### src/rtl/pebble_host_if.sv
`default_nettype none
// +----------------------------------------------------------------------+
// | pebble_host_if : run request/report and core-control bundle          |
// | Rev 1.0                                                              |
// +----------------------------------------------------------------------+
interface pebble_host_if #(
  parameter int CNT_W = 16
);
  logic             run_req;
  logic             run_busy;
  logic             core_reset;
  logic             core_start;
  logic             core_done;
  logic             run_valid;
  logic [CNT_W-1:0] run_cycles;
  logic             run_timeout;
  logic [7:0]       run_count;

  modport master (
    output run_req, core_done,
    input  run_busy, core_reset, core_start, run_valid, run_cycles, run_timeout, run_count
  );

  modport slave (
    input  run_req, core_done,
    output run_busy, core_reset, core_start, run_valid, run_cycles, run_timeout, run_count
  );
endinterface
`default_nettype wire

### src/rtl/pebble_host.sv
`default_nettype none
// +----------------------------------------------------------------------+
// | pebble_host : run sequencer (reset hold, start pulse, done/timeout)  |
// | Optional watchdog: define PEBBLE_HOST_WATCHDOG_EN      Rev 1.0        |
// +----------------------------------------------------------------------+
module pebble_host #(
  parameter int CNT_W      = 16,
  parameter int RST_CYCLES = 2,
  parameter int TIMEOUT    = 1000
) (
  input wire           clk,
  input wire           reset,
  pebble_host_if.slave bus
);
  typedef enum logic [2:0] {
    S_IDLE   = 3'd0,
    S_RST    = 3'd1,
    S_START  = 3'd2,
    S_RUN    = 3'd3,
    S_REPORT = 3'd4
  } state_t;

  localparam logic [7:0]       RST_LAST = 8'(RST_CYCLES - 1);
  localparam logic [CNT_W-1:0] CNT_MAX  = '1;
  localparam logic [CNT_W-1:0] CNT_ONE  = CNT_W'(1);

  state_t           state;
  logic [7:0]       rst_cnt;
  logic [CNT_W-1:0] cnt;
  logic [CNT_W-1:0] cnt_next;
  logic             timeout_hit;

  assign cnt_next = (cnt == CNT_MAX) ? cnt : cnt + CNT_ONE;

`ifdef PEBBLE_HOST_WATCHDOG_EN
  localparam logic [CNT_W-1:0] TIMEOUT_VAL = CNT_W'(TIMEOUT);
  assign timeout_hit = (cnt_next == TIMEOUT_VAL);
`else
  logic unused_timeout;
  assign unused_timeout = ^{1'b0, 32'(TIMEOUT)};
  assign timeout_hit    = 1'b0;
`endif

  always_ff @(posedge clk or posedge reset) begin
    if (reset) begin
      state           <= S_IDLE;
      rst_cnt         <= '0;
      cnt             <= '0;
      bus.core_reset  <= 1'b1;
      bus.core_start  <= 1'b0;
      bus.run_busy    <= 1'b0;
      bus.run_valid   <= 1'b0;
      bus.run_cycles  <= '0;
      bus.run_timeout <= 1'b0;
      bus.run_count   <= '0;
    end else begin
      bus.run_valid <= 1'b0;
      case (state)
        S_IDLE: begin
          if (bus.run_req) begin
            state          <= S_RST;
            rst_cnt        <= '0;
            bus.core_reset <= 1'b1;
            bus.run_busy   <= 1'b1;
          end
        end
        S_RST: begin
          if (rst_cnt == RST_LAST) begin
            state          <= S_START;
            bus.core_reset <= 1'b0;
            bus.core_start <= 1'b1;
          end else begin
            rst_cnt <= rst_cnt + 8'd1;
          end
        end
        S_START: begin
          state          <= S_RUN;
          cnt            <= '0;
          bus.core_start <= 1'b0;
        end
        S_RUN: begin
          cnt <= cnt_next;
          // done takes priority; on a timeout cnt_next equals TIMEOUT
          if (bus.core_done || timeout_hit) begin
            state           <= S_REPORT;
            bus.run_cycles  <= cnt_next;
            bus.run_timeout <= ~bus.core_done;
            bus.run_valid   <= 1'b1;
            bus.run_count   <= bus.run_count + 8'd1;
          end
        end
        S_REPORT: begin
          state          <= S_IDLE;
          bus.run_busy   <= 1'b0;
          bus.core_reset <= 1'b1;
        end
        default: state <= S_IDLE;
      endcase
    end
  end
endmodule
`default_nettype wire

### src/flat_wrapper.sv
// flat-port wrapper written by rule: the top's interface ports become plain ports
module pebble_host_flat 
#(
  parameter int CNT_W      = 16,
  parameter int RST_CYCLES = 2,
  parameter int TIMEOUT    = 1000
)
  (clk, reset, bus_run_req, bus_core_done, bus_run_busy, bus_core_reset, bus_core_start, bus_run_valid, bus_run_cycles, bus_run_timeout, bus_run_count);
  pebble_host_if #(.CNT_W(CNT_W)) bus_i ();
  input wire clk;
  input wire reset;
  input wire logic [$bits(bus_i.run_req)-1:0] bus_run_req;
  input wire logic [$bits(bus_i.core_done)-1:0] bus_core_done;
  output wire logic [$bits(bus_i.run_busy)-1:0] bus_run_busy;
  output wire logic [$bits(bus_i.core_reset)-1:0] bus_core_reset;
  output wire logic [$bits(bus_i.core_start)-1:0] bus_core_start;
  output wire logic [$bits(bus_i.run_valid)-1:0] bus_run_valid;
  output wire logic [$bits(bus_i.run_cycles)-1:0] bus_run_cycles;
  output wire logic [$bits(bus_i.run_timeout)-1:0] bus_run_timeout;
  output wire logic [$bits(bus_i.run_count)-1:0] bus_run_count;
  assign bus_i.run_req = bus_run_req;
  assign bus_i.core_done = bus_core_done;
  assign bus_run_busy = bus_i.run_busy;
  assign bus_core_reset = bus_i.core_reset;
  assign bus_core_start = bus_i.core_start;
  assign bus_run_valid = bus_i.run_valid;
  assign bus_run_cycles = bus_i.run_cycles;
  assign bus_run_timeout = bus_i.run_timeout;
  assign bus_run_count = bus_i.run_count;
  pebble_host #(.CNT_W(CNT_W), .RST_CYCLES(RST_CYCLES), .TIMEOUT(TIMEOUT)) u_core (.clk(clk), .reset(reset), .bus(bus_i));
endmodule
### config.mk
export PLATFORM = sky130hd
export DESIGN_NAME = pebble_host_flat
export DESIGN_NICKNAME = d
export VERILOG_FILES = /design/src/rtl/pebble_host_if.sv /design/src/rtl/pebble_host.sv /design/src/flat_wrapper.sv
export SDC_FILE = /design/constraint.sdc
export NUM_CORES = 1
export LEC_CHECK = 0
export BUFFER_PORTS_ARGS = -buffer_cell sky130_fd_sc_hd__buf_2
export CAP_MARGIN = 20
export CORE_ASPECT_RATIO = 0.6
export CORE_MARGIN = 2
export CORE_UTILIZATION = 45
export DETAILED_ROUTE_END_ITERATION = 10
export PLACE_DENSITY_LB_ADDON = 0.25
export SLEW_MARGIN = 20
export SYNTH_ARGS = -nofsm -noshare
export SYNTH_HDL_FRONTEND = slang
export SYNTH_SLANG_ARGS = --single-unit
### constraint.sdc
create_clock -name clk -period 2.4 [get_ports clk]
set_input_delay 0.48 -clock clk [delete_from_list [all_inputs] [get_ports clk]]
set_output_delay 0.48 -clock clk [all_outputs]
set_load 0.005 [all_outputs]
# Word level (Yosys, flattened, before mapping)
# Cells that the tools add are included.
[word_totals] input_bits=4 latchBits=0 register_bits=56 out_inout_bits=29 ram_bits=0 mem_bits_ro=0 wordCells=53 mem_count=0
[classes] shifts=0 eq_ne=10 div_mod_pow=0 add_sub_neg=3 reduce_logical=12 magnitude_cmp=0 n_mux=17 n_bitwise=1 multipliers=0
[ops] op="$pmux W16 S2" count=1
[ops] op="$add A16 B1 Y16 const B" count=1
[ops] op="$add A8 B1 Y8 const B" count=2
[ops] op="$eq A16 B16 Y1 const B" count=1
[ops] op="$mux W16" count=1
[ops] op="$mux W8" count=2
[ops] op="$pmux W8 S2" count=1
[ops] op="$pmux W3 S4" count=1
[ops] op="$mux W3" count=3
[ops] op="$reduce_and A3 Y1" count=3
[ops] op="$eq A8 B1 Y1 const B" count=1
[ops] op="$reduce_bool A2 Y1" count=4
[ops] op="$eq A3 B2 Y1 const B" count=2
[ops] op="$ne A2 B2 Y1 const B" count=3
[ops] op="$reduce_and A2 Y1" count=3
[ops] op="$mux W1" count=5
[ops] op="$pmux W1 S2" count=2
[ops] op="$eq A3 B1 Y1 const B" count=1
[ops] op="$eq A3 B3 Y1 const B" count=1
[ops] op="$logic_not A3 Y1" count=1
[ops] op="$pmux W1 S3" count=1
[ops] op="$reduce_bool A3 Y1" count=1
[ops] op="$ne A2 B1 Y1 const B" count=1
[ops] op="$not A1 Y1" count=1

# Longest topological paths before layout
# Gate-level depths: netlist (run 1).
[logic_depth] ltp_word=3 ltp_mapped=9 mapped_depth_nobuf=6

# Worst setup path before layout (run 1)
# Ideal clock, no wire load.
[synth_timing] path_kind="reg-to-reg" startpoint="register u_core.cnt[1]" endpoint="register u_core.cnt[8]" required_time_ns=2.313 setup_ns=0.087 synth_period_minus_slack_ns=2.044 arrival_ns=1.957 n_path_buf=2 path_stages_with_launch=8 setup_slack_ns=0.356 path_cell_list="dfrtp_1 -> ha_1 -> clkbuf_1 -> nand3_1 -> or4_1 -> buf_2 -> and3_4 -> a211oi_2"
[synth_via] elab_chain_cells=3 word_cells_on_any_way=4 classes_between="add/sub (1); eq/ne (1); mux (2)"
[synth_lines] element="start: declaration" line_no="pebble_host.sv:29" source="logic [CNT_W-1:0] cnt;"
[synth_lines] element="start signal: assignment" line_no="pebble_host.sv:82" source="cnt <= cnt_next;"
[synth_lines] element="$add A16 B1 Y16 / $eq A16 B16 Y1 (equally long branches)" line_no="pebble_host.sv:33" source="assign cnt_next = (cnt == CNT_MAX) ? cnt : cnt + CNT_ONE;"
[synth_lines] element="$mux W16 *" line_no="pebble_host.sv:33"
[synth_lines] element="$pmux W16 S2 *" line_no="pebble_host.sv:58" source="case (state)"
# Every way passes the cells marked *; elsewhere a longest branch is shown, timed or not.
# A chain may end at the register's enable or synchronous reset.

# Worst setup path after layout (run 1)
[layout_timing] startpoint="register u_core.rst_cnt[1]" endpoint="register u_core.state[1]"
[layout_via] elab_chain_cells=3
[layout_lines] element="start: declaration" line_no="pebble_host.sv:28" source="logic [7:0] rst_cnt;"
[layout_lines] element="start signal: assignment" line_no="pebble_host.sv:73" source="rst_cnt <= rst_cnt + 8'd1;"
[layout_lines] element="$eq A8 B1 Y1" line_no="pebble_host.sv:68" source="if (rst_cnt == RST_LAST) begin"
[layout_lines] element="$ne A2 B1 Y1 (no line)"
[layout_lines] element="$reduce_and A3 Y1 (no line)"
[layout_lines] element="end signal: assignment" line_no="pebble_host.sv:69" source="state <= S_START;"
[layout_lines] element="end signal: assignment" line_no="pebble_host.sv:77" source="state <= S_RUN;"
[layout_lines] element="end signal: assignment" line_no="pebble_host.sv:85" source="state <= S_REPORT;"
[layout_lines] element="end: declaration" line_no="pebble_host.sv:27" source="state_t state;"
# No other way between the ends.

==> flow_summary_export.csv, run 1 <==
group,metric,value,unit
route,vias,2632,
global_routing,gr-total-overflow,0,
logic_synthesis,ys_warn_count,0,
route,top_layer,"met4",
route,drc,0,
sta,fmax,480,MHz
final_layout,n_fill_cell,592,
die,coreArea,6620,sq um
global_routing,grt_pass1_wl,11.8,mm
clock_tree,root_buffer,"clkbuf_16",
clock_tree,cts-resized-gates,0,
setup_path,cp.arrival,2.31,ns
final_layout,area_delta_synth_final,14.1,%
global_routing,grt_use_total,0.198,
sta,clock_skew,0.00728,ns
global_routing,grt_pass1_vias,2306,
place,dp.final_hpwl,5.05,mm
clock_tree,cts_hold_buf,0,
die,core.rowCount,23,
logic_synthesis,ys_seq_elements,56,
final_layout,nNetsFinal,371,
die,num_io_pins,33,
setup_path,crit_type,"reg -> reg",
global_routing,antenna_found_initial,0,
place,port_buffers,32,
logic_synthesis,synthCells,336,
place,dp.cells,443,
route,drtIter0Drc,337,
clock_tree,htreeDepth,2,
power_and_ir_drop,ir_worst_vdd,0.429,mV
sta,rsz0062_at_grt,"no",
sta,finalHoldViolations,0,
logic_synthesis,ys_seq_area_frac,0.459,
die,die_y,67.9,um
sta,tns,0,ns
die,start_util,0.462,
setup_path,crit_path_start_kind,"flip-flop",
setup_path,cp.required,2.63,ns
logic_synthesis,syn_area_per_cell,9.10,sq um
sta,finalSetupViolCount,0,
sta,period_minus_slack,2.08,ns
place,dpl_cell_area,3340,sq um
clock_tree,clk_latency,0.30,ns
route,met2RoutedLength,2.84,mm
final_layout,multi_input_area,1510,sq um
final_layout,fin_cells,451,
clock_tree,clkSinkCount,56,
sta,relSlewSlack,0.514,
setup_path,cp_max_fo,5,
sta,fin_crit_sh,0.867,
worst_hold_path,hold_path_class,"in -> async",
route,met1_length,3.69,mm
logic_synthesis,synth_cell_types,57,
route,dr.pass1.iters,6,
clock_tree,cts_buffers,5,
run_status,status,"completed",
route,dr_wl_met3,582,um
sta,slew_viol_final,0,
logic_synthesis,synth_nets,344,
route,wl_per_cell,15.8,um
clock_tree,cts_max_path_buffers,2,
final_layout,seq_area,1400,sq um
clock_tree,tritoncts,"yes",
sta,worst_pin_slew,0.723,ns
final_layout,diodes,0,
route,antenna_left,0,
final_layout,post-route-util,0.527,
die,die_width,110,um
clock_tree,cts_setup_buffers,0,
setup_path,cp-end-kind,"flip-flop",
power_and_ir_drop,p_leak,1.52,nW
logic_synthesis,synth_edf_count,0,
setup_path,r2r_setup_slack,0.32,ns
logic_synthesis,async_flop_share,1.00,
final_layout,layout-drive-gt1-share,0.184,
final_layout,final_area,3490,sq um
power_and_ir_drop,p_per_area,1040,nW/um^2
place,finalWeightedCongestion,0.892,
clock_tree,clkTransAtPathRegs,0.07,ns
logic_synthesis,yosys_most_used_dff,"dfrtp_1",
route,drt-vias-per-instance,5.84,
flow_run,maxCapViolations,0,
die,die_area,7490,sq um
logic_synthesis,syn-cell-area,3060,sq um
global_routing,grt_max_degree,38,
power_and_ir_drop,totalPowerFinal,3.64,mW
route,drt_wl_total,7.15,mm
stage by stage:
stage / setup slack (ns) / hold slack, ns
global route: 0.188 / 0.231
global placement: 0.358 / 0.458
floorplan: 0.356 / 0.468
CTS: 0.312 / 0.209
finish: 0.319 / 0.195
detailed placement: 0.329 / 0.459
cell usage in the layout, fill, tap and decap left out, drive strengths merged, types with 10 or more instances in the layout:
cell type	synthesis	layout
a21oi	13	13
a31oi	10	10
buf	10	47
dfrtp	55	55
nand2	38	38
nand3	20	20
nand4	13	13
nor2	29	29
o21ai	19	19
or4	12	12
xnor2	10	10
where the power goes:
| group | internal [mW] | total (mW) | switching, mW |
|---|---|---|---|
| Combinational | 0.581 | 1.35 | 0.772 |
| Sequential | 1.22 | 1.53 | 0.310 |
| Clock | 0.417 | 0.749 | 0.333 |
state kept, by name, summed over array words and instances (netlist names):
name and count:
u_core.bus.core_reset 1, u_core.bus.core_start 1, u_core.bus.run_busy 1, u_core.bus.run_count 8, u_core.bus.run_cycles 16, u_core.bus.run_timeout 1
u_core.bus.run_valid 1, u_core.cnt 16, u_core.rst_cnt 8, u_core.state 3
layer usage:
| layer | up-vias | GRT usage |
|---|---|---|
| met4 | 0 | 0.0453 |
| met5 | - | 0 |
| li1 | 1279 | - |
| met1 | 1257 | 0.312 |
| met2 | 91 | 0.272 |
| met3 | 5 | 0.0443 |
cell usage after synthesis (2+ instances only):
cell / instances / area, sq um
clkbuf_1: 16 / 60.1
ha_1: 4 / 50.1
o21bai_1: 2 / 15.0
nor4_1: 5 / 31.3
nand2b_1: 4 / 25.0
nor2_1: 29 / 109
buf_2: 9 / 45.0
or3_1: 7 / 43.8
inv_1: 8 / 30.0
o211ai_1: 7 / 52.6
o21ai_0: 18 / 90.1
and4_1: 2 / 17.5
and3_1: 2 / 12.5
a22o_1: 2 / 17.5
nor3_1: 8 / 40.0
a31oi_1: 10 / 62.6
nand2_1: 38 / 143
and2_1: 2 / 12.5
nand3_1: 20 / 100
nand4_1: 11 / 68.8
a21oi_1: 12 / 60.1
xor2_1: 6 / 52.6
o311ai_0: 2 / 17.5
or4_1: 11 / 82.6
xnor2_1: 10 / 87.6
dfrtp_1: 55 / 1380
mux2i_1: 3 / 30.0
o31ai_1: 3 / 22.5
nor2b_1: 2 / 12.5
kinds of logic after synthesis:
group,synth area share
compound gates,0.148
buf+inv,0.0471
simple gates,0.275
mux,0.00982
fa+ha+maj,0.0164
flops,0.459
xor+xnor,0.0458
final cells by class:
type	instances	area share
repair buffers	47	0.0818
clock buffers	7	0.0409
well taps	87	0.0312
inverters	8	0.00861
clock inverters	1	0.00215
multi-input cells	245	0.433
flip-flops and latches	56	0.402
critical path, cell delays in order (launching register included):
cell and delay [ns]:
dfrtp_1 0.41, inv_1 0.08, ha_1 0.13, or4b_4 0.46, or4_4 0.47, or3_1 0.34, a21oi_2 0.13
worst paths after layout:
kind / startpoint / endpoint / cells past startpoint
min in group clk: u_core.bus.run_count[7] / u_core.bus.run_count[7] / 1
max reg2reg: u_core.rst_cnt[1] / u_core.state[1] / 6
min reg2reg: u_core.bus.run_count[7] / u_core.bus.run_count[7] / 1
max: u_core.rst_cnt[1] / u_core.state[1] / 6
max in group asynchronous: reset / u_core.bus.core_reset / 3
min: reset / u_core.bus.run_cycles[4] / 2
No activity file was read; power rests on OpenSTA's default activity.
==> run 2, diff against run 1 <==
Settings changed: CORE_ASPECT_RATIO 0.6 to 1.75.
==> flow_summary_export.csv, run 2 (synthesized netlist as in run 1, its figures left out) <==
group,metric,value,unit
run_status,status,"completed",
sta,tns,0,ns
sta,finalSetupViolCount,0,
route,drc,0,
die,die_y,113,um
final_layout,reg_top3,"u_core.bus.run_cycles (16), u_core.cnt (16)",
power_and_ir_drop,ir_worst_vdd,0.649,mV
die,die_width,66.3,um
sta,fin_crit_sh,0.891,
final_layout,nNetsFinal,372,
clock_tree,cts_buffers,5,
clock_tree,tritoncts,"yes",
setup_path,reg2reg_from,"u_core.cnt[0]",
sta,layout_setup_ws,0.261,ns
setup_path,r2r_setup_slack,0.26,ns
clock_tree,clk_latency,0.29,ns
setup_path,cp_max_fo,10,
route,drt-vias-per-instance,5.77,
sta,slew_viol_final,0,
global_routing,grt_use_total,0.206,
die,coreArea,6540,sq um
sta,finalHoldViolations,0,
power_and_ir_drop,p_per_area,1050,nW/um^2
setup_path,crit_slowest_cell,"or4_1",
setup_path,crit_type,"reg -> reg",
die,core.rowCount,39,
setup_path,r2r_end,"u_core.cnt[8]",
setup_path,cp.arrival,2.35,ns
clock_tree,clkTransAtPathRegs,0.07,ns
worst_hold_path,hold_path_class,"in -> async",
die,start_util,0.468,
clock_tree,cts-resized-gates,0,
setup_path,crit_path_start_kind,"flip-flop",
final_layout,n_fill_cell,634,
global_routing,grt_pass1_wl,12.1,mm
global_routing,antenna_found_initial,0,
setup_path,path_buf_inv,0,
global_routing,gr-total-overflow,0,
final_layout,final_cell_mix,"dfrtp_1, nand2_1, buf_2",
final_layout,area_delta_synth_final,13.6,%
sta,worst_pin_slew,0.532,ns
sta,clock_skew,0.00395,ns
setup_path,slowest_delay,0.58,ns
place,port_buffers,32,
route,drtIter0Drc,151,
setup_path,path_delay_family,"simple AND/OR/NAND/NOR gates",
route,dr.pass1.iters,4,
die,num_io_pins,33,
clock_tree,cts_hold_buf,0,
global_routing,grt_pass1_vias,2548,
route,wl_per_cell,15.9,um
final_layout,post-route-util,0.531,
sta,relSlewSlack,0.642,
route,drt_wl_total,7.13,mm
setup_path,cp-end-kind,"flip-flop",
clock_tree,htreeDepth,2,
route,antenna_left,0,
sta,fmax,467,MHz
setup_path,reg2regPathDepth,5,
place,finalWeightedCongestion,0.943,
clock_tree,clkSinkCount,56,
clock_tree,cts_setup_buffers,0,
final_layout,diodes,0,
final_layout,final_common_cell,"dfrtp_1",
route,vias,2580,
global_routing,grt_max_degree,29,
power_and_ir_drop,p_leak,1.52,nW
clock_tree,cts_max_path_buffers,2,
final_layout,layout-drive-gt1-share,0.184,
sta,period_minus_slack,2.14,ns
clock_tree,root_buffer,"clkbuf_16",
setup_path,cp.required,2.61,ns
sta,rsz0062_at_grt,"no",
setup_path,crit_path_cell_trace,"ha_1 > nand3_1 > or4_1 > and3_4 > a211oi_2",
die,die_area,7500,sq um
flow_run,maxCapViolations,0,
place,place_ws,0.294,ns
place,dp.final_hpwl,5.26,mm
sta,whs,0.250,ns
-- run 2: worst reg2reg max path: cells and delay by family, from the launching register on --
family / cells / cell delay (ns)
DFF: 1 / 0.51
and+or+nand+nor: 3 / 0.98
adders and majority gates: 1 / 0.38
AOI/OAI and AO/OA: 1 / 0.19
-- run 2: how the worst max path moves through the flow --
| stage | cells after the start | endpoint | from | slack (ns) |
|---|---|---|---|---|
| 5_1_grt | 5 | u_core.cnt[8] | u_core.cnt[0] | 0.12 |
| 2_1_floorplan | 7 | u_core.cnt[8] | u_core.cnt[1] | 0.36 |
| 3_3_place_gp | 5 | u_core.cnt[8] | u_core.cnt[0] | 0.36 |
| 6_report | 5 | u_core.cnt[8] | u_core.cnt[0] | 0.26 |
| 3_5_place_dp | 5 | u_core.cnt[8] | u_core.cnt[0] | 0.29 |
| 4_1_cts | 5 | u_core.cnt[8] | u_core.cnt[0] | 0.27 |
-- run 2: report_power, final --
group          switching, mW  total, mW  internal [mW]
logic                  0.775       1.36          0.587
registers              0.321       1.54           1.22
clock network          0.315      0.732          0.417
total                   1.41       3.64           2.23
-- run 2: through the flow --
step	area [sq um]	std cells	total power, mW
finish	3470	447	3.64
global route	3470	447	3.90
CTS	3470	447	3.67
detailed placement	3330	439	2.93
global placement	3330	439	2.87
floorplan	3060	336	2.41
-- run 2: cell type report --
cell class,count,area [sq um],area share
multi-input combinational,245,1510,0.435
sequential,56,1400,0.404
timing repair buffer,48,280,0.0807
clock buffer,8,146,0.0421
tap,82,103,0.0295
inverter,8,30.0,0.00865
-- run 2: layer usage --
layer  up-vias  wire length (um)  GRT usage  share of wire
li1       1275                 -          -              -
met4         0                89     0.0721          0.012
met3         7               224     0.0278          0.031
met1      1243              2780      0.228           0.39
met2        55              4040      0.389           0.57
met5         -                 0          0              0
==> run 3, diff against run 2 <==
Settings changed: CORE_UTILIZATION 45 to 37.
==> flow_summary_export.csv, run 3 (synthesized netlist as in run 1, its figures left out) <==
group,metric,value,unit
clock_tree,cts-resized-gates,0,
die,start_util,0.384,
setup_path,crit_path_start_kind,"flip-flop",
route,vias,2578,
sta,slew_viol_final,0,
setup_path,crit_path_cell_trace,"ha_1 > nand3_1 > or4_1 > and3_4 > a211oi_2",
setup_path,crit_slowest_cell,"or4_1",
setup_path,cp-end-kind,"flip-flop",
worst_hold_path,hold_path_class,"in -> async",
sta,fin_crit_sh,0.890,
clock_tree,tritoncts,"yes",
sta,finalSetupViolCount,0,
clock_tree,cts_hold_buf,0,
final_layout,diodes,0,
power_and_ir_drop,p_comb_frac,0.356,
setup_path,cp_max_fo,10,
power_and_ir_drop,p_seq_frac,0.415,
clock_tree,clkTransAtPathRegs,0.07,ns
place,place_ws,0.288,ns
route,drt-vias-per-instance,5.69,
global_routing,grt_max_degree,30,
sta,rsz0062_at_grt,"no",
final_layout,area_delta_synth_final,14.6,%
sta,layout_setup_ws,0.265,ns
die,num_io_pins,33,
place,dp.final_hpwl,5.49,mm
setup_path,crit_type,"reg -> reg",
die,coreArea,7960,sq um
die,core.rowCount,43,
clock_tree,clkSinkCount,56,
setup_path,cp.required,2.62,ns
place,finalWeightedCongestion,0.891,
power_and_ir_drop,sw_frac_of_total,0.385,
route,drt_wl_total,7.45,mm
global_routing,antenna_found_initial,0,
final_layout,layout-drive-gt1-share,0.185,
route,dr.pass1.iters,4,
sta,finalHoldViolations,0,
place,dpl_cell_area,3330,sq um
final_layout,final_cell_mix,"dfrtp_1, nand2_1, buf_2",
setup_path,cp.depth,5,
power_and_ir_drop,p_leak,1.52,nW
setup_path,reg2regPathDepth,5,
final_layout,reg_top3,"u_core.bus.run_cycles (16), u_core.cnt (16)",
clock_tree,cts_setup_buffers,0,
route,drtIter0Drc,158,
clock_tree,root_buffer,"clkbuf_16",
flow_run,maxCapViolations,0,
sta,clock_skew,0.00294,ns
clock_tree,cts_max_path_buffers,2,
power_and_ir_drop,ir_worst_vdd,0.698,mV
setup_path,slowest_delay,0.58,ns
final_layout,post-route-util,0.440,
clock_tree,clk_latency,0.30,ns
sta,fmax,468,MHz
clock_tree,htreeDepth,2,
power_and_ir_drop,switchingPower,1.44,mW
global_routing,grt_pass1_wl,12.5,mm
final_layout,nNetsFinal,370,
setup_path,cp.arrival,2.35,ns
sta,period_minus_slack,2.13,ns
setup_path,path_delay_family,"simple AND/OR/NAND/NOR gates",
final_layout,final_common_cell,"dfrtp_1",
clock_tree,cts_buffers,5,
sta,relSlewSlack,0.536,
route,wl_per_cell,16.5,um
power_and_ir_drop,p_per_area,1060,nW/um^2
power_and_ir_drop,clkPwrFrac,0.229,
sta,tns,0,ns
place,port_buffers,32,
global_routing,gr-total-overflow,0,
setup_path,path_buf_inv,0,
sta,worst_pin_slew,0.690,ns
run_status,status,"completed",
die,die_width,72.7,um
sta,whs,0.276,ns
route,antenna_left,0,
die,die_y,124,um
route,drc,0,
die,die_area,9040,sq um
global_routing,grt_use_total,0.174,
final_layout,final_area,3510,sq um
power_and_ir_drop,intPower,2.29,mW
global_routing,grt_pass1_vias,2564,
run 3: changes by cell type in the layout (fill, tap and decap cells not counted):
cell / previous run / this run
clkbuf_8: 1 / 0
buf_12: 0 / 1
buf_4: 16 / 13
clkinvlp_4: 0 / 1
inv_6: 0 / 1
clkbuf_1: 2 / 0
bufinv_16: 0 / 1
run 3: per-layer routing:
| metal | GRT usage | part of all wire | wire length [um] |
|---|---|---|---|
| met4 | 0.0937 | 0.040 | 301 |
| met1 | 0.205 | 0.39 | 2930 |
| met3 | 0.0235 | 0.026 | 194 |
| met5 | 0 | 0 | 0 |
| met2 | 0.296 | 0.54 | 4020 |
run 3: per-stage QoR:
step | cells | total power [mW]
floorplan | 336 | 2.41
global placement | 445 | 2.87
detailed placement | 445 | 2.91
CTS | 453 | 3.77
global route | 453 | 4.02
finish | 453 | 3.73
run 3: final cells by class:
class / count / area (sq um)
clock buffers: 5 / 125
clock inverters: 3 / 46.3
fillers: 802 / 4460
inverters: 8 / 30.0
multi-input cells: 245 / 1510
flip-flops and latches: 56 / 1400
well taps: 90 / 113
repair buffers: 46 / 278
run 3: path summary, 6_finish.rpt:
check                                        start                         to  slack (ns)
setup / recovery                     u_core.cnt[0]              u_core.cnt[8]        0.27
min in group clk           u_core.bus.run_count[7]    u_core.bus.run_count[7]        0.47
max in group asynchronous                    reset  u_core.bus.run_cycles[13]        1.55
setup reg to reg                     u_core.cnt[0]              u_core.cnt[8]        0.27
hold reg to reg            u_core.bus.run_count[7]    u_core.bus.run_count[7]        0.47
hold / removal                               reset     u_core.bus.run_timeout        0.28
run 3: power by group through the flow:
stage / registers, mW / logic (mW) / clock network, mW
2_1_floorplan: 1.43 / 0.981 / 0
3_3_place_gp: 1.55 / 1.32 / 0
3_5_place_dp: 1.57 / 1.34 / 0
4_1_cts: 1.55 / 1.34 / 0.879
5_1_grt: 1.60 / 1.51 / 0.911
6_report: 1.55 / 1.33 / 0.855
